===== config.mk =====
export PLATFORM = sky130hd
export DESIGN_NAME = l1icache_control
export DESIGN_NICKNAME = d
export VERILOG_FILES = /design/src/rtl/l1icache_control.sv
export SDC_FILE = /design/constraint.sdc
export NUM_CORES = 1
export LEC_CHECK = 0
export ABC_CLOCK_PERIOD_IN_PS = 2570
export CAP_MARGIN = 20
export CORE_UTILIZATION = 50
export CTS_CLUSTER_DIAMETER = 80
export DETAILED_ROUTE_END_ITERATION = 6
export PLACE_DENSITY = 0.79
export SKIP_LAST_GASP = 1
export SLEW_MARGIN = 20
export SYNTH_ARGS = -nofsm -noshare
export SYNTH_HDL_FRONTEND = slang
export SYNTH_SLANG_ARGS = --single-unit

===== constraint.sdc =====
create_clock -name clk -period 2.57 [get_ports clk]
set_input_delay 0.6425 -clock clk [delete_from_list [all_inputs] [get_ports clk]]
set_output_delay 0.6425 -clock clk [all_outputs]
set_load 0.05 [all_outputs]

===== src/rtl/l1icache_control.sv =====
// Sequencing FSM for a 2-way set-associative L1 instruction cache (hit/miss, refill, LRU).
// Latency: hits respond in the request cycle; misses respond 2 cycles plus the pmem wait after miss detect.
// Backpressure: the IF stage holds mem_read/address until mem_resp; pmem_read is held until pmem_resp.
//
// Ports:
//   clk, rst_n              - clock, asynchronous active-low reset
//   mem_read / mem_resp     - IF-stage fetch request / completion
//   hit0, hit1, lru_out     - per-way hit and LRU victim bit from the external arrays
//   pmem_read / pmem_resp   - line-fill request / single-cycle line-ready pulse
//   ld_tag/ld_valid/ld_data - array load strobes; target way is fill_way
//   ld_lru, lru_in          - LRU array write strobe and value
//   hit_way                 - data output mux select
//   hit_count, miss_count   - saturating performance counters
module l1icache_control #(
  parameter int CNT_WIDTH = 32
) (
  input  logic                 clk,
  input  logic                 rst_n,
  input  logic                 mem_read,
  input  logic                 hit0,
  input  logic                 hit1,
  input  logic                 lru_out,
  input  logic                 pmem_resp,
  output logic                 mem_resp,
  output logic                 pmem_read,
  output logic                 ld_tag,
  output logic                 ld_valid,
  output logic                 ld_data,
  output logic                 fill_way,
  output logic                 ld_lru,
  output logic                 lru_in,
  output logic                 hit_way,
  output logic [CNT_WIDTH-1:0] hit_count,
  output logic [CNT_WIDTH-1:0] miss_count
);

  typedef enum logic [1:0] {
    S_CHECK  = 2'd0,
    S_FETCH  = 2'd1,
    S_REFILL = 2'd2
  } state_t;

  localparam logic [CNT_WIDTH-1:0] CNT_ONE = {{(CNT_WIDTH-1){1'b0}}, 1'b1};
  localparam logic [CNT_WIDTH-1:0] CNT_MAX = {CNT_WIDTH{1'b1}};

  state_t               state_q, state_d;
  logic                 fill_way_q, fill_way_d;
  logic [CNT_WIDTH-1:0] hit_count_q, hit_count_d;
  logic [CNT_WIDTH-1:0] miss_count_q, miss_count_d;

  logic any_hit;
  // A simultaneous hit on both ways (duplicate tag) is resolved as a way0 hit.
  assign any_hit = hit0 | hit1;

  always_comb begin
    state_d      = state_q;
    fill_way_d   = fill_way_q;
    hit_count_d  = hit_count_q;
    miss_count_d = miss_count_q;
    mem_resp     = 1'b0;
    pmem_read    = 1'b0;
    ld_tag       = 1'b0;
    ld_valid     = 1'b0;
    ld_data      = 1'b0;
    ld_lru       = 1'b0;
    lru_in       = 1'b0;
    // Mux select is only meaningful on a hit; way0 wins a double hit.
    hit_way      = hit1 & ~hit0;

    unique case (state_q)
      S_CHECK: begin
        if (mem_read) begin
          if (any_hit) begin
            mem_resp = 1'b1;
            ld_lru   = 1'b1;
            // Point the victim at the way that was not just used.
            lru_in   = hit0;
            if (hit_count_q != CNT_MAX) hit_count_d = hit_count_q + CNT_ONE;
          end else begin
            // Victim is latched here so the load logic sees a stable way for
            // the whole refill, even if the LRU array output changes.
            fill_way_d = lru_out;
            if (miss_count_q != CNT_MAX) miss_count_d = miss_count_q + CNT_ONE;
            state_d    = S_FETCH;
          end
        end
      end
      S_FETCH: begin
        pmem_read = 1'b1;
        if (pmem_resp) begin
          ld_tag   = 1'b1;
          ld_valid = 1'b1;
          ld_data  = 1'b1;
          state_d  = S_REFILL;
        end
      end
      S_REFILL: begin
        // One settle cycle so the arrays present the new line before the
        // held request is re-checked (and then hits).
        state_d = S_CHECK;
      end
      default: begin
        state_d = S_CHECK;
      end
    endcase
  end

  always_ff @(posedge clk or negedge rst_n) begin
    if (!rst_n) begin
      state_q      <= S_CHECK;
      fill_way_q   <= 1'b0;
      hit_count_q  <= '0;
      miss_count_q <= '0;
    end else begin
      state_q      <= state_d;
      fill_way_q   <= fill_way_d;
      hit_count_q  <= hit_count_d;
      miss_count_q <= miss_count_d;
    end
  end

  assign fill_way   = fill_way_q;
  assign hit_count  = hit_count_q;
  assign miss_count = miss_count_q;

endmodule


==> results by group, run 1 <==
GRT
  – Largest net degree at the start of global routing: 68
  – Total congestion overflow: 0
  – Number of global-route vias before repair: 2,684
  – Global-route wire length before repair: 13,000 um
  – Initial antenna violation count: 0
  – GRT Util Overall: 23.9%

Timing
  – Relative slew slack: 54.2%
  – Endpoints failing hold: 0
  – Final Cycle Share: 96.1%
  – Max Clock Skew: 0.00949 ns
  – Final worst path period need: 2.47 ns
  – Fmax: 405 MHz
  – Worst-Margin Slew: 0.681 ns
  – Setup violations, final: 0
  – RSZ-0062 raised after global routing: no
  – Slew Limit Fails: 0
  – Final TNS setup: 0 ns

Worst hold path
  – Min-delay worst type: in -> async

Clocking
  – Root Buffer: clkbuf_8
  – CTS tree: yes
  – Later-pin clock latency in the skew report: 0.35 ns
  – Clock buffer depth: 2
  – Reg clk slew, reported paths: 0.08 ns
  – Cts bufs inserted: 9
  – H-tree lvl count: 3
  – Clk sinks: 67

Worst setup path
  – WP data required: 1.93 ns
  – Worst path bufs/invs: 2
  – Worst-path cell chain: nand2b_1, inv_1, clkdlybuf4s50_1
  – Slowest CP cell: clkdlybuf4s50_1
  – CP max FO: 4
  – Crit path kind: reg -> out
  – Crit-path leading delay family: buffers and inverters
  – Crit. End Element: primary output
  – WP data arrival: 1.83 ns
  – Startpoint types: register
  – Slowest stage delay, CP: 0.80 ns

Floorplan
  – Row count: 29
  – Initial core utilization: 51.8%
  – Die H: 83.1 um
  – Core Region: 0.00635 mm2
  – Full die area: 0.00691 mm2
  – Die width: 83.1 um
  – I/O pin cnt: 80

Synth
  – Register bit total from synthesis: 67
  – Post-Synth Simple-Gate Area: 25.9%
  – Synth Cell Area: 0.00329 mm2
  – Top cell type's share of synthesized area: 50.9%
  – Seq/Total Area, Yosys: 50.9%
  – Yosys cell types: 41
  – Synth area leaders: dfrtp_1 (51%), xnor2_1 (10%), xor2_1 (5.6%), nand3_1 (4.3%), nand4_1 (4.2%)
  – Synthesized Nets: 305
  – FFs w/ async S/R, synth: 100%
  – Mux share of post-synthesis cell area: 1.03%
  – Number of synthesized flops with an enable pin: 0
  – Synth area leader: dfrtp_1
  – Post-synthesis xor/xnor area fraction: 16.0%
  – Main combinational cell family by area after synthesis: simple AND/OR/NAND/NOR gates
  – Yosys Warn Count: 0
  – Dominant synthesized flop cell: dfrtp_1
  – Mapped Cells: 296
  – Post-synthesis compound-gate area fraction: 3.80%
  – Synth Area in Adders: 0.760%
  – Avg Inst Size Synth: 11.1 um2

Place
  – Routability cong.: 0.813
  – PortBufs: 79
  – DPL Wire Length: 5270 um

Power
  – Power share of the combinational group: 24.6%
  – Leak Pwr: 1.97 nW
  – Total Power: 2.99 mW
  – Pint: 2.00 mW
  – Part of the power in registers: 41.8%
  – Net switching power figure: 0.987 mW
  – Clock Power Share: 33.6%
  – Sw frac: 33.0%
  – Pwr per Cell Area: 663 mW/mm2
  – Peak supply drop: 0.000636 V

Finish
  – Area grow syn2layout: 37.1%
  – Nets: 399
  – Share of layout cells above drive strength 1: 11.9%
  – Commonest non-fill, non-tap cell in the layout: clkdlybuf4s50_1
  – Total inserted antenna cells: 0
  – Most frequent cells in the layout: clkdlybuf4s50_1 (71), dfrtp_1 (67), xnor2_1 (39)

Drt
  – Antenna-violating nets left: 0
  – Pre-antenna DRT Iters: 4
  – DRC: 0
  – Routed WL per cell: 16.0 um
  – Total wire length: 7570 um
  – Vias: 2,621
  – Number of DRC markers in iteration 0: 130
  – Vias per inst: 5.55

Status
  – Outcome: finished clean

Run
  – Max Cap Violations: 0
[layer usage]
| layer | track usage [%] | part of all wire [%] | vias up |
|---|---|---|---|
| met5 | 0 | 0 | - |
| met4 | 9.25 | 1.9 | 0 |
| met3 | 8.75 | 5.6 | 13 |
| met2 | 37.2 | 49 | 81 |
| met1 | 30.5 | 44 | 1281 |
| li1 | - | - | 1246 |
[kinds of logic (layout without fill, tap and decap cells)]
family,Yosys count,in the layout
AO/OA/AOI/OAI,9,9
multiplexers,3,3
AND/OR/NAND/NOR,146,146
adder cells (fa/ha/maj),2,2
buffers and inverters,9,108
flip-flops,67,67
XOR/XNOR,60,60
[final timing paths]
kind / slack, ns / cells past startpoint / start / end
max reg2reg: 0.31 / 5 / hit_count[21] / hit_count[23]
max: 0.1 / 3 / state_q[1] / pmem_read
min in group clk: 0.49 / 1 / hit_count[30] / hit_count[30]
max in group asynchronous: 1.98 / 2 / rst_n / fill_way
min reg2reg: 0.49 / 1 / hit_count[30] / hit_count[30]
min: 0.30 / 2 / rst_n / hit_count[19]
[stage by stage]
step	instances	hold WS, ns	worst slack, ns	util [%]	instance area [um2]
after CTS	472	0.316	0.0477	71.1	4510
after floorplan	296	0.347	0.136	-	3290
after global placement	456	0.479	0.0624	67.5	4290
after global routing	472	0.318	0.0165	71.1	4510
after detailed placement	456	0.483	0.0222	67.5	4290
final	472	0.305	0.0999	71.1	4510
[Yosys cell counts (4+ instances only)]
cell     count
dfrtp_1     67
nor2_1      20
xnor2_1     39
and2_1       5
xor2_1      21
nor3_1       8
and3_1      14
nand4_1     22
nand3_1     28
and4_1       8
nand2_1     23
inv_1        4
[power by group through the flow]
| stage | logic, mW | clock network [mW] | registers (mW) |
|---|---|---|---|
| after detailed placement | 0.742 | 0 | 1.27 |
| after floorplan | 0.183 | 0 | 1.53 |
| after global routing | 0.778 | 1.08 | 1.27 |
| after global placement | 0.732 | 0 | 1.26 |
| after CTS | 0.742 | 1.02 | 1.25 |
| final | 0.736 | 1.00 | 1.25 |
[timing repair]
action | in CTS | in global routing
endpoints found under the setup margin | 0 | 2
setup buffers | 0 | 0
resized for setup | 0 | 1
hold buffers | 0 | 0
[final cells by class]
class / count / area, um2
Fill cell: 451 / 1840
Clock inverter: 4 / 72.6
Inverter: 4 / 15.0
Sequential cell: 67 / 1680
Multi-Input combinational cell: 220 / 1560
Timing Repair Buffer: 88 / 936
Clock buffer: 12 / 155
Tap cell: 77 / 96.3
[sequential cells by signal (all words and copies together), names as in the netlist]
register	count
miss_count	32
fill_way	1
state_q	2
hit_count	32
[worst reg2reg max path: stages (launching register included)]
cell and delay [ns]:
dfrtp_1 0.43, nand4_1 0.27, or4_4 0.60, o311ai_4 0.52, nor3_1 0.14, xor2_1 0.17
(Power assumes the default switching activity.)
==> inputs of run 2 (changes only) <==
- CORE_MARGIN: not set -> 3
==> run 2 against run 1 <==
Clock power about the same; first-iteration DRC count increased by 5.4%; cell count decreased by 0.42%; worst hold slack improved by 0.0025 ns; sequential power about the same; power decreased by 0.30%; sequential share of layout area about the same; critical path type is now in -> out; largest cell class unchanged.
==> results by group, run 2 (synthesis results as in run 1) <==
Finish
  – Final core occ: 73.6% (+2.5 points)
  – Layout fillers: 437 (-3.1%)
  – Total inserted antenna cells: 0 (unchanged)
  – Nets: 399 (unchanged)
  – Commonest non-fill, non-tap cell in the layout: clkdlybuf4s50_1
  – Share of layout cells above drive strength 1: 11.9% (unchanged)
  – Area grow syn2layout: 37.0% (about the same)
  – Final instance area: 0.00451 mm2 (about the same)
  – Most frequent cells in the layout: clkdlybuf4s50_1 (71), dfrtp_1 (67), xnor2_1 (39)

Timing
  – Final Cycle Share: 96.5% (+0.35 points)
  – Worst-Margin Slew: 0.599 ns (-0.0815 ns)
  – Endpoints failing hold: 0 (unchanged)
  – RSZ-0062 raised after global routing: no
  – Slew Limit Fails: 0 (unchanged)
  – Final worst path period need: 2.48 ns (+0.00906 ns)
  – Final TNS setup: 0 ns (unchanged)
  – Setup violations, final: 0 (unchanged)
  – Fmax: 403 MHz (-0.37%)
  – Relative slew slack: 59.7% (+5.5 points)
  – Max Clock Skew: 0.00922 ns (-0.000267 ns)

Floorplan
  – I/O pin cnt: 80 (unchanged)
  – Initial core utilization: 53.7% (+1.9 points)
  – Full die area: 0.00759 mm2 (+9.9%)
  – Row count: 28 (-3.4%)
  – Core Region: 0.00613 mm2 (-3.4%)
  – Die H: 87.1 um (+4.8%)
  – Die width: 87.1 um (+4.8%)

Drt
  – Vias per inst: 5.62 (+1.2%)
  – Pre-antenna DRT Iters: 5 (+1)
  – Number of DRC markers in iteration 0: 137 (+5.4%)
  – Total wire length: 7490 um (-0.96%)
  – Routed WL per cell: 15.9 um (-0.54%)
  – DRC: 0 (unchanged)
  – Antenna-violating nets left: 0 (unchanged)
  – Vias: 2,640 (+0.72%)

GRT
  – Initial antenna violation count: 0 (unchanged)
  – Global-route wire length before repair: 12,500 um (-4.0%)
  – Largest net degree at the start of global routing: 43 (-37%)
  – Number of global-route vias before repair: 2,671 (-0.48%)
  – Total congestion overflow: 0 (unchanged)
  – GRT Util Overall: 21.0% (-2.9 points)

Clocking
  – Cts bufs inserted: 9 (unchanged)
  – Root Buffer: clkbuf_8
  – Clock buffer depth: 2 (unchanged)
  – Reg clk slew, reported paths: 0.07 ns (about the same)
  – H-tree lvl count: 3 (unchanged)
  – Post-CTS Repair Setup Buffers: 0 (unchanged)
  – CTS tree: yes
  – Later-pin clock latency in the skew report: 0.34 ns (about the same)
  – Clk sinks: 67 (unchanged)

Worst setup path
  – CP max FO: 4 (unchanged)
  – WP data required: 1.93 ns (about the same)
  – WP data arrival: 1.84 ns (about the same)
  – Crit. End Element: primary output
  – Startpoint types: input pin
  – Crit path kind: in -> out

Power
  – Pwr per Cell Area: 661 mW/mm2 (-0.25%)
  – Leak Pwr: 1.97 nW (about the same)
  – Peak supply drop: 0.000578 V (-9.1%)

Place
  – PortBufs: 79 (unchanged)
  – Dpl cell area: 0.00428 mm2 (about the same)
  – Routability cong.: 0.823 (+1.3%)
  – DPL Wire Length: 5360 um (+1.7%)

Worst hold path
  – Min-delay worst type: in -> async

Status
  – Outcome: finished clean

Run
  – Max Cap Violations: 0 (unchanged)
==> run 2: layout make-up <==
| class | count | area [um2] | share of cell area, % |
|---|---|---|---|
| repair buffers | 88 | 936 | 20.7 |
| clock buffers | 12 | 155 | 3.44 |
| flip-flops and latches | 67 | 1680 | 37.2 |
| well taps | 75 | 93.8 | 2.08 |
| clock inverters | 4 | 72.6 | 1.61 |
| inverters | 4 | 15.0 | 0.333 |
| multi-input cells | 220 | 1560 | 34.6 |
==> run 2: worst paths after layout <==
kind / startpoint / to / slack (ns) / cells past startpoint
min in group clk: hit_count[30] / hit_count[30] / 0.49 / 1
max in group asynchronous: rst_n / miss_count[12] / 1.63 / 2
setup reg to reg: hit_count[20] / hit_count[25] / 0.38 / 5
hold reg to reg: hit_count[30] / hit_count[30] / 0.49 / 1
hold / removal: rst_n / hit_count[12] / 0.31 / 1
setup / recovery: hit1 / mem_resp / 0.09 / 5
==> run 2: report_power, final <==
part,internal [mW],switching (mW),total [mW]
combinational,0.269,0.469,0.738
sequential,1.14,0.113,1.25
clock,0.598,0.395,0.994
==> run 2: layer usage <==
layer | wire [um] | share of wire, % | GRT usage, %
met4 | 112 | 1.5 | 7.95
met3 | 414 | 5.5 | 5.11
met5 | 0 | 0 | 0
met1 | 3270 | 44 | 27.2
met2 | 3690 | 49 | 34.0
==> run 2: critical path: stages <==
cell,delay (ns)
clkdlybuf4s50_1,0.48
or2_2,0.34
nand2_1,0.13
inv_2,0.09
buf_12,0.15
==> run 2: what timing repair did <==
action	4_1_cts	5_1_grt
hold buffers	0	0
setup endpoints to repair	0	2
gates resized for setup	0	1
==> run 2: per-stage QoR <==
| stage | setup WS, ns | power, mW | cells | hold WS, ns |
|---|---|---|---|---|
| finish | 0.0908 | 2.98 | 470 | 0.307 |
| global route | 0.00857 | 3.10 | 470 | 0.345 |
| CTS | 0.0185 | 3.00 | 470 | 0.325 |
| detailed placement | 0.0178 | 2.01 | 454 | 0.481 |
| global placement | 0.0526 | 2.00 | 454 | 0.480 |
| floorplan | 0.136 | 1.71 | 296 | 0.347 |
==> inputs of run 3 (changes only) <==
- ABC_CLOCK_PERIOD_IN_PS: 2570 -> 3000
- CORE_MARGIN: 3 -> 1
- CORE_UTILIZATION: 50 -> 60
- DONT_BUFFER_PORTS: not set -> 1
- PLACE_DENSITY: 0.79 -> 0.74
- clock period: 2.57 -> 3 ns (I/O delays scaled with it)
==> run 3 against run 2 <==
Register-to-register slack better by 0.10 ns; worst hold slack worse by 0.21 ns; combinational power is 61% lower; critical path depth stayed put; setup slack better by 0.39 ns; clock skew is 0.0046 ns lower.
==> results by group, run 3 (synthesis results as in run 1) <==
GRT
  – Initial antenna violation count: 0 (unchanged)
  – Largest net degree at the start of global routing: 68 (+58%)
  – Total congestion overflow: 0 (unchanged)
  – Global-route wire length before repair: 11,800 um (-5.5%)
  – Number of global-route vias before repair: 2,454 (-8.1%)
  – GRT Util Overall: 25.9% (+5.0 points)

Power
  – Part of the power in registers: 56.5% (+15 points)
  – Power share of the combinational group: 13.0% (-12 points)
  – Pwr per Cell Area: 575 mW/mm2 (-13%)
  – Clock Power Share: 30.5% (-2.8 points)
  – Net switching power figure: 0.779 mW (-20%)
  – Peak supply drop: 0.000625 V (+8.1%)
  – Pint: 1.42 mW (-29%)
  – Leak Pwr: 1.80 nW (-8.5%)
  – Sw frac: 35.5% (+2.7 points)

Clocking
  – Clk sinks: 67 (unchanged)
  – Root Buffer: clkbuf_8
  – Clock buffer depth: 2 (unchanged)
  – Post-cts resize count: 0 (unchanged)
  – Later-pin clock latency in the skew report: 0.34 ns (about the same)
  – Reg clk slew, reported paths: 0.07 ns (about the same)
  – H-tree lvl count: 3 (unchanged)
  – Cts bufs inserted: 9 (unchanged)
  – Hold buffers post-CTS: 0 (unchanged)
  – CTS tree: yes
  – Post-CTS Repair Setup Buffers: 0 (unchanged)

Timing
  – Relative slew slack: 55.0% (-4.7 points)
  – RSZ-0062 raised after global routing: no
  – Worst-Margin Slew: 0.675 ns (+0.0761 ns)
  – Final Cycle Share: 83.9%
  – Final worst path period need: 2.52 ns
  – Final TNS setup: 0 ns (unchanged)
  – Max Clock Skew: 0.00467 ns (-0.00455 ns)
  – Fmax: 398 MHz
  – PnR worst setup slack: 0.484 ns (+0.394 ns)
  – Setup violations, final: 0 (unchanged)
  – Slew Limit Fails: 0 (unchanged)
  – Endpoints failing hold: 0 (unchanged)
  – Hold WS: 0.0956 ns (-0.212 ns)

Place
  – PortBufs: 0 (-100%)
  – Dpl cells: 402 (-11%)
  – Routability cong.: 0.817 (-0.75%)
  – Pre-CTS setup slack: 0.491 ns (+0.473 ns)
  – DPL Wire Length: 4870 um (-9.2%)

Drt
  – Vias per inst: 5.79 (+3.1%)
  – Pre-antenna DRT Iters: 4 (-1)
  – Antenna-violating nets left: 0 (unchanged)
  – DRC: 0 (unchanged)
  – Number of DRC markers in iteration 0: 180 (+31%)
  – Routed WL per cell: 16.5 um (+3.3%)
  – Vias: 2,421 (-8.3%)
  – Total wire length: 6880 um (-8.1%)

Floorplan
  – Die width: 76.1 um (-13%)
  – I/O pin cnt: 80 (unchanged)
  – Full die area: 0.00579 mm2 (-24%)
  – Initial core utilization: 63.2% (+9.6 points)
  – Core Region: 0.00520 mm2 (-15%)
  – Row count: 26 (-7.1%)
  – Die H: 76.1 um (-13%)

Finish
  – Share of layout cells above drive strength 1: 19.5% (+7.6 points)
  – Layout fillers: 368 (-16%)
  – Nets: 352 (-12%)
  – Most frequent cells in the layout: dfrtp_1 (67), buf_4 (41), xnor2_1 (39)
  – Finished Layout Cells: 418 (-11%)
  – Commonest non-fill, non-tap cell in the layout: dfrtp_1
  – Total inserted antenna cells: 0 (unchanged)
  – Area grow syn2layout: 16.1%

Status
  – Outcome: finished clean

Worst setup path
  – Startpoint types: register
  – Crit path kind: reg -> reg
  – CP max FO: 11 (+7)
  – WP data required: 3.20 ns (+1.27 ns)
  – R2R Setup Slk: 0.48 ns (+0.10 ns)
  – WP data arrival: 2.72 ns (+0.88 ns)
  – R2R cell count: 5 (unchanged)
  – Crit. End Element: register

Run
  – Max Cap Violations: 0 (unchanged)

Worst hold path
  – Min-delay worst type: in -> async
## run 3: critical path: stages (launching register included)
cell and delay [ns]:
dfrtp_1 0.71, nand4_4 0.25, or4_4 0.61, o311ai_4 0.49
nor2_1 0.15, xor2_1 0.17
## run 3: power groups by stage
stage          Sequential [mW]  Clock [mW]  Combinational (mW)
2_1_floorplan             1.31           0               0.157
3_3_place_gp              1.25           0               0.281
3_5_place_dp              1.26           0               0.287
4_1_cts                   1.24       0.680               0.288
5_1_grt                   1.25       0.729               0.307
6_report                  1.24       0.670               0.285
## run 3: layout make-up
cell class              count  area, um2  share of cell area [%]
repair buffers             41        308                    8.06
multi-input cells         220       1560                    40.9
inverters                   4       15.0                   0.393
flip-flops and latches     67       1680                    43.9
clock inverters             2       10.0                   0.262
well taps                  70       87.6                    2.29
clock buffers              14        163                    4.26
## run 3: worst paths after layout
| kind | start | end |
|---|---|---|
| worst max-delay path | hit_count[13] | hit_count[25] |
| max in group asynchronous | rst_n | hit_count[27] |
| min in group clk | pmem_resp | state_q[0] |
| worst min register to register | miss_count[14] | miss_count[14] |
| worst min-delay path | rst_n | hit_count[13] |
| worst max register to register | hit_count[13] | hit_count[25] |
## run 3: metal layers
metal,vias up,share of wire [%],track usage [%]
li1,1145,-,-
met5,-,0,0
met2,71,49,41.5
met3,8,6.6,8.14
met4,0,0.99,10.0
met1,1197,43,33.0
## run 3: through the flow
stage | util [%] | instance area, um2 | power (mW)
after floorplan | - | 3290 | 1.47
after detailed placement | 70.1 | 3650 | 1.55
final | 73.4 | 3820 | 2.20
after global placement | 70.1 | 3650 | 1.53
after global routing | 73.4 | 3820 | 2.29
after CTS | 73.4 | 3820 | 2.21
